**config.mk**
```make
export PLATFORM = sky130hd
export DESIGN_NAME = top_level
export DESIGN_NICKNAME = d
export VERILOG_FILES = /design/src/rtl/top_level.sv
export SDC_FILE = /design/constraint.sdc
export NUM_CORES = 2
export LEC_CHECK = 0
export CORE_MARGIN = 2
export CORE_UTILIZATION = 55
export DETAILED_ROUTE_END_ITERATION = 7
export HOLD_SLACK_MARGIN = 0.02
export PLACE_DENSITY = 0.89
export SLEW_MARGIN = 20
export SYNTH_ARGS = -nofsm -noshare
export SYNTH_HDL_FRONTEND = slang
export SYNTH_SLANG_ARGS = --single-unit
export TNS_END_PERCENT = 20
```
**constraint.sdc**
```tcl
create_clock -name clk -period 16.18 [get_ports clk]
set_input_delay 3.236 -clock clk [delete_from_list [all_inputs] [get_ports clk]]
set_output_delay 3.236 -clock clk [all_outputs]
set_load 0.02 [all_outputs]
```
**src/rtl/top_level.sv**
```systemverilog
// Fixed-weight GAN datapath: 3x3 cross/circle generator plus a scoring
// discriminator, Q8.24 signed, one multiply-accumulate per clock.
module top_level #(
  parameter int WIDTH = 32
) (
  input  logic             clk,
  input  logic             rst,
  input  logic             choice,
  input  logic [WIDTH-1:0] in_1,
  input  logic [WIDTH-1:0] in_2,
  output logic             gen_finish,
  output logic             disc_finish,
  output logic [WIDTH-1:0] out_discriminator,
  output logic [WIDTH-1:0] pixel_1x1,
  output logic [WIDTH-1:0] pixel_1x2,
  output logic [WIDTH-1:0] pixel_1x3,
  output logic [WIDTH-1:0] pixel_2x1,
  output logic [WIDTH-1:0] pixel_2x2,
  output logic [WIDTH-1:0] pixel_2x3,
  output logic [WIDTH-1:0] pixel_3x1,
  output logic [WIDTH-1:0] pixel_3x2,
  output logic [WIDTH-1:0] pixel_3x3
);

  localparam logic [1:0] IDLE = 2'd0;
  localparam logic [1:0] GEN  = 2'd1;
  localparam logic [1:0] DISC = 2'd2;
  localparam logic [1:0] DFIN = 2'd3;

  localparam logic [WIDTH-1:0] ONE     = 32'h0100_0000;
  localparam logic [WIDTH-1:0] NEG_ONE = 32'hFF00_0000;
  localparam logic [WIDTH-1:0] HALF    = 32'h0080_0000;
  localparam logic [WIDTH-1:0] QUARTER = 32'h0040_0000;
  localparam logic [WIDTH-1:0] EIGHTH  = 32'h0020_0000;

  localparam logic signed [39:0] ONE40  = 40'sh00_0100_0000;
  localparam logic signed [39:0] HALF40 = 40'sh00_0080_0000;

  function automatic logic [WIDTH-1:0] mul(
    input logic signed [WIDTH-1:0] a,
    input logic signed [WIDTH-1:0] b
  );
    logic signed [63:0] p;
    p = a * b;
    return 32'(p >>> 24);
  endfunction

  function automatic logic [WIDTH-1:0] clamp(
    input logic signed [39:0] v
  );
    if (v < 0)
      return '0;
    else if (v > ONE40)
      return ONE;
    else
      return 32'(v);
  endfunction

  function automatic logic [WIDTH-1:0] wx(input logic [3:0] k);
    unique case (k)
      4'd0, 4'd2, 4'd4, 4'd6, 4'd8: return ONE;
      default:                      return NEG_ONE;
    endcase
  endfunction

  function automatic logic [WIDTH-1:0] wc(input logic [3:0] k);
    return (k == 4'd4) ? NEG_ONE : ONE;
  endfunction

  function automatic logic [WIDTH-1:0] wd(input logic [3:0] k);
    unique case (k)
      4'd0, 4'd2, 4'd6, 4'd8: return QUARTER;
      4'd4:                   return HALF;
      default:                return EIGHTH;
    endcase
  endfunction

  logic [1:0]        state_q, state_d;
  logic [3:0]        k_q, k_d;
  logic signed [39:0] acc_q, acc_d;
  logic [WIDTH-1:0]  pix_q [9];
  logic [WIDTH-1:0]  pix_d [9];
  logic [WIDTH-1:0]  out_q, out_d;
  logic              gen_q, gen_d;
  logic              disc_q, disc_d;

  logic [WIDTH-1:0]   m1, m2, dp;
  logic signed [33:0] gen_sum;
  logic signed [39:0] disc_term;

  // Sum kept at 34 bits so 2.0 or -2.0 cannot wrap before the clamp.
  assign m1        = mul(in_1, wx(k_q));
  assign m2        = mul(in_2, wc(k_q));
  assign gen_sum   = {{2{m1[31]}}, m1} + {{2{m2[31]}}, m2};
  assign dp        = mul(pix_q[k_q], wd(k_q));
  assign disc_term = {{8{dp[31]}}, dp};

  always_comb begin
    state_d = state_q;
    k_d     = k_q;
    acc_d   = acc_q;
    pix_d   = pix_q;
    out_d   = out_q;
    gen_d   = 1'b0;
    disc_d  = 1'b0;
    unique case (state_q)
      IDLE: begin
        k_d = '0;
        if (choice) begin
          state_d = GEN;
        end else begin
          state_d = DISC;
          acc_d   = '0;
        end
      end
      GEN: begin
        pix_d[k_q] = clamp({{6{gen_sum[33]}}, gen_sum});
        k_d        = k_q + 4'd1;
        if (k_q == 4'd8) begin
          k_d     = '0;
          state_d = IDLE;
          gen_d   = 1'b1;
        end
      end
      DISC: begin
        acc_d = acc_q + disc_term;
        k_d   = k_q + 4'd1;
        if (k_q == 4'd8) begin
          k_d     = '0;
          state_d = DFIN;
        end
      end
      DFIN: begin
        out_d   = clamp(acc_q - HALF40);
        disc_d  = 1'b1;
        state_d = IDLE;
      end
      default: state_d = IDLE;
    endcase
  end

  always_ff @(posedge clk) begin
    if (rst) begin
      state_q <= IDLE;
      k_q     <= '0;
      acc_q   <= '0;
      pix_q   <= '{default: '0};
      out_q   <= '0;
      gen_q   <= 1'b0;
      disc_q  <= 1'b0;
    end else begin
      state_q <= state_d;
      k_q     <= k_d;
      acc_q   <= acc_d;
      pix_q   <= pix_d;
      out_q   <= out_d;
      gen_q   <= gen_d;
      disc_q  <= disc_d;
    end
  end

  assign gen_finish        = gen_q;
  assign disc_finish       = disc_q;
  assign out_discriminator = out_q;
  assign pixel_1x1 = pix_q[0];
  assign pixel_1x2 = pix_q[1];
  assign pixel_1x3 = pix_q[2];
  assign pixel_2x1 = pix_q[3];
  assign pixel_2x2 = pix_q[4];
  assign pixel_2x3 = pix_q[5];
  assign pixel_3x1 = pix_q[6];
  assign pixel_3x2 = pix_q[7];
  assign pixel_3x3 = pix_q[8];

endmodule

```
==> flow_summary.toml <==
[run_status]
outcome = "complete, no violations"

[die]
core-area_mm2 = 0.0672
num_rows = 95
boundaryPins = 389
horizontal_die_dimension_um = 265
fp.dieH_um = 265
dieArea_mm2 = 0.0700
initial_core_util_pct = 55.6

[finish]
drive_above_1_share_pct = 5.31
fin_cells = 5074
nets = 5177
final_core_utilization_pct = 64.5
areaGrowthSynthToFinish_pct = 16.0

[yosys]
synth.avg_cell_area_um2 = 9.67
post_synthesis_cell_area_mm2 = 0.0373
post_synthesis_sequential_area_ratio_pct = 19.7
cell_accounting_for_the_most_synthesized_area = "sky130_fd_sc_hd__ha_1"
number_of_storage_elements_in_the_synthesis_netlist = 368
async_s_r_ff_share_synth_pct = 0
synth_nets = 4867
yosys.area.top_type_share_pct = 20.3
synth_cells = 3862
synth-warning-count = 0
number_of_enable_flip_flop_cells_after_synthesis = 0
yosys_most_used_dff = "sky130_fd_sc_hd__dfxtp_1"
synth_cell_types = 74
synthTopCellsByArea = "sky130_fd_sc_hd__ha_1 (20%), sky130_fd_sc_hd__dfxtp_1 (20%), sky130_fd_sc_hd__fa_1 (18%)"

[global_route]
grt_overflow_total = 0
gr-usage-all-layers_pct = 31.9
vias_in_the_first_global_route = 31900
grt_antenna_before_repair = 5
largest_net_degree_at_the_start_of_global_routing = 125
grt_first_pass_wirelength_um = 176000

[worst_hold_path]
hold_path_class = "flop to flop"

[critical_path]
critPathMaxStageDelay_ns = 0.74
crit_fanout = 51
critPathSlowestCell = "sky130_fd_sc_hd__or4b_2"
timing.critical_path.from_type = "input pin"
critical_path_arrival_ns = 14.16
critical_path_required_ns = 16.67
critical_path.endpoint_type = "flop"
setup.worst_path.class = "input pin to flop"
critPathMostFrequentCell = "sky130_fd_sc_hd__fa_1"

[clock_tree]
library_cell_used_as_clock_root_buffer = "sky130_fd_sc_hd__clkbuf_16"
ctsLongestPathBuffers = 3
cts-htree-levels = 2
clk_sink_count = 368
clkTransAtPathRegs_ns = 0.06
hold_buffers = 0
cts.repair_timing.setup_buffer_count = 0
cts_tree = "yes"
postCtsResizedCells = 0
cts_inserted_buffers = 38
clk-insertion-delay-late_ns = 0.57

[timing]
setup_viol = 0
worst_clock_skew_ns = 0.0266
timing.final.max_slew_violations = 0
final_period_minus_worst_setup_slack_ns = 13.67
max_freq_mhz = 73.2
maxSlewHeadroom_pct = 19.2
period_share_pct = 84.5
finalSetupTns_ns = 0
rsz0062_at_grt = "false"
tightestPinTransition_ns = 1.21
hold_fails_final_rpt = 0

[route]
antenna_violating_nets_post_route = 0
routed_wire_length_per_instance_um = 22.2
routed_via_density = 6.14
detailedRoute.firstPassIterationCount = 6
route.final.wire_length_um = 113000
dr_total_vias = 31100
drc = 0
drtIter0Drc = 2546

[run]
cap_viol_max_count = 0

[placement]
place.detailed.instances = 5005
routability_cong = 1.00
hpwl_um = 88400
port_buffers = 388
## final timing paths
kind	startpoint	endpoint	slack (ns)	cells past startpoint
max	in_2[0]	pixel_1x3[21]	2.51	38
min	out_discriminator[27]	out_discriminator[27]	0.46	1
max reg2reg	k_q[0]	pixel_1x3[21]	2.84	41
min reg2reg	out_discriminator[27]	out_discriminator[27]	0.46	1
## kinds of logic (layout without fill, tap and decap cells)
kind of cell             after synthesis  in the layout  share of synthesized area (%)
buffers and inverters                699           1036                           7.39
AO/OA/AOI/OAI                        715            715                           14.4
XOR/XNOR                             183            183                           4.35
adder cells (fa/ha/maj)              940            940                           38.1
flip-flops                           368            368                           19.7
multiplexers                         101            101                           4.75
AND/OR/NAND/NOR                      855            855                           11.2
other                                  1              3                         0.0100
## Yosys cell counts (61+ instances only)
master                       n
sky130_fd_sc_hd__a21o_1     63
sky130_fd_sc_hd__clkbuf_1  116
sky130_fd_sc_hd__dfxtp_1   368
sky130_fd_sc_hd__mux4_2     61
sky130_fd_sc_hd__and2_1    164
sky130_fd_sc_hd__fa_1      331
sky130_fd_sc_hd__nor2_1    225
sky130_fd_sc_hd__a21oi_1   113
sky130_fd_sc_hd__nand2_1   219
sky130_fd_sc_hd__a32o_1    203
sky130_fd_sc_hd__o21ai_0   116
sky130_fd_sc_hd__xnor2_1   129
sky130_fd_sc_hd__ha_1      607
sky130_fd_sc_hd__inv_1     537
## layout by cell type, fill, tap and decap left out, types with 38 or more instances in the layout
| master | instances |
|---|---|
| sky130_fd_sc_hd__a21o_1 | 63 |
| sky130_fd_sc_hd__xnor2_1 | 128 |
| sky130_fd_sc_hd__nor2_1 | 209 |
| sky130_fd_sc_hd__a21oi_1 | 113 |
| sky130_fd_sc_hd__clkbuf_16 | 38 |
| sky130_fd_sc_hd__buf_4 | 43 |
| sky130_fd_sc_hd__fa_1 | 331 |
| sky130_fd_sc_hd__dfxtp_1 | 365 |
| sky130_fd_sc_hd__mux4_2 | 61 |
| sky130_fd_sc_hd__inv_1 | 535 |
| sky130_fd_sc_hd__a32o_1 | 203 |
| sky130_fd_sc_hd__clkdlybuf4s50_1 | 387 |
| sky130_fd_sc_hd__ha_1 | 607 |
| sky130_fd_sc_hd__nand2b_1 | 38 |
| sky130_fd_sc_hd__nand3_1 | 43 |
| sky130_fd_sc_hd__xor2_1 | 49 |
| sky130_fd_sc_hd__nand2_1 | 219 |
| sky130_fd_sc_hd__o21ai_0 | 116 |
| sky130_fd_sc_hd__a22oi_1 | 43 |
| sky130_fd_sc_hd__and2_1 | 164 |
| sky130_fd_sc_hd__mux2i_1 | 39 |
## critical path, delay by kind of cell
family	cells	cell delay [ns]
and+or+nand+nor	7	2.21
xor gates and xnor gates	2	0.46
buffers and inverters	6	1.47
adders and majority gates	11	4.22
AOI/OAI and AO/OA	12	2.49
## metal layers
metal / share of wire (%) / GRT usage (%) / vias up
li1: - / - / 14000
met1: 40 / 40.0 / 15300
met2: 45 / 51.5 / 1463
met3: 9.9 / 8.23 / 353
met4: 5.5 / 15.2 / 0
met5: 0 / 0 / -
## flip-flops by register name, summed over array words and instances, names as in the netlist
| signal | cells |
|---|---|
| pixel_1x1 | 32 |
| pixel_3x3 | 32 |
| pixel_1x2 | 32 |
| disc_finish | 1 |
| gen_finish | 1 |
| pixel_2x2 | 32 |
| out_discriminator | 32 |
| pixel_3x2 | 32 |
| k_q | 4 |
| pixel_3x1 | 32 |
| pixel_2x3 | 32 |
| pixel_2x1 | 32 |
| acc_q | 40 |
| state_q | 2 |
| pixel_1x3 | 32 |
## area by class of cell
cell class,count,area [µm²]
diodes,2,5.00
clock buffers,48,1050
clock inverters,19,219
fillers,5000,23800
inverters,538,2020
multi-input cells,2795,27400
flip-flops and latches,368,7380
well taps,873,1090
repair buffers,431,4220
## per-stage QoR
stage	setup slack (ns)	instance area [µm²]	hold slack, ns
4_1_cts	2.62	43300	0.464
3_5_place_dp	2.10	42000	0.446
6_report	2.51	43300	0.457
3_3_place_gp	2.32	42000	0.444
2_1_floorplan	4.25	37300	0.454
5_1_grt	1.89	43300	0.477
Power is not shown: default switching activity piles up to over one toggle a cycle in this logic, so the estimate is an artifact.
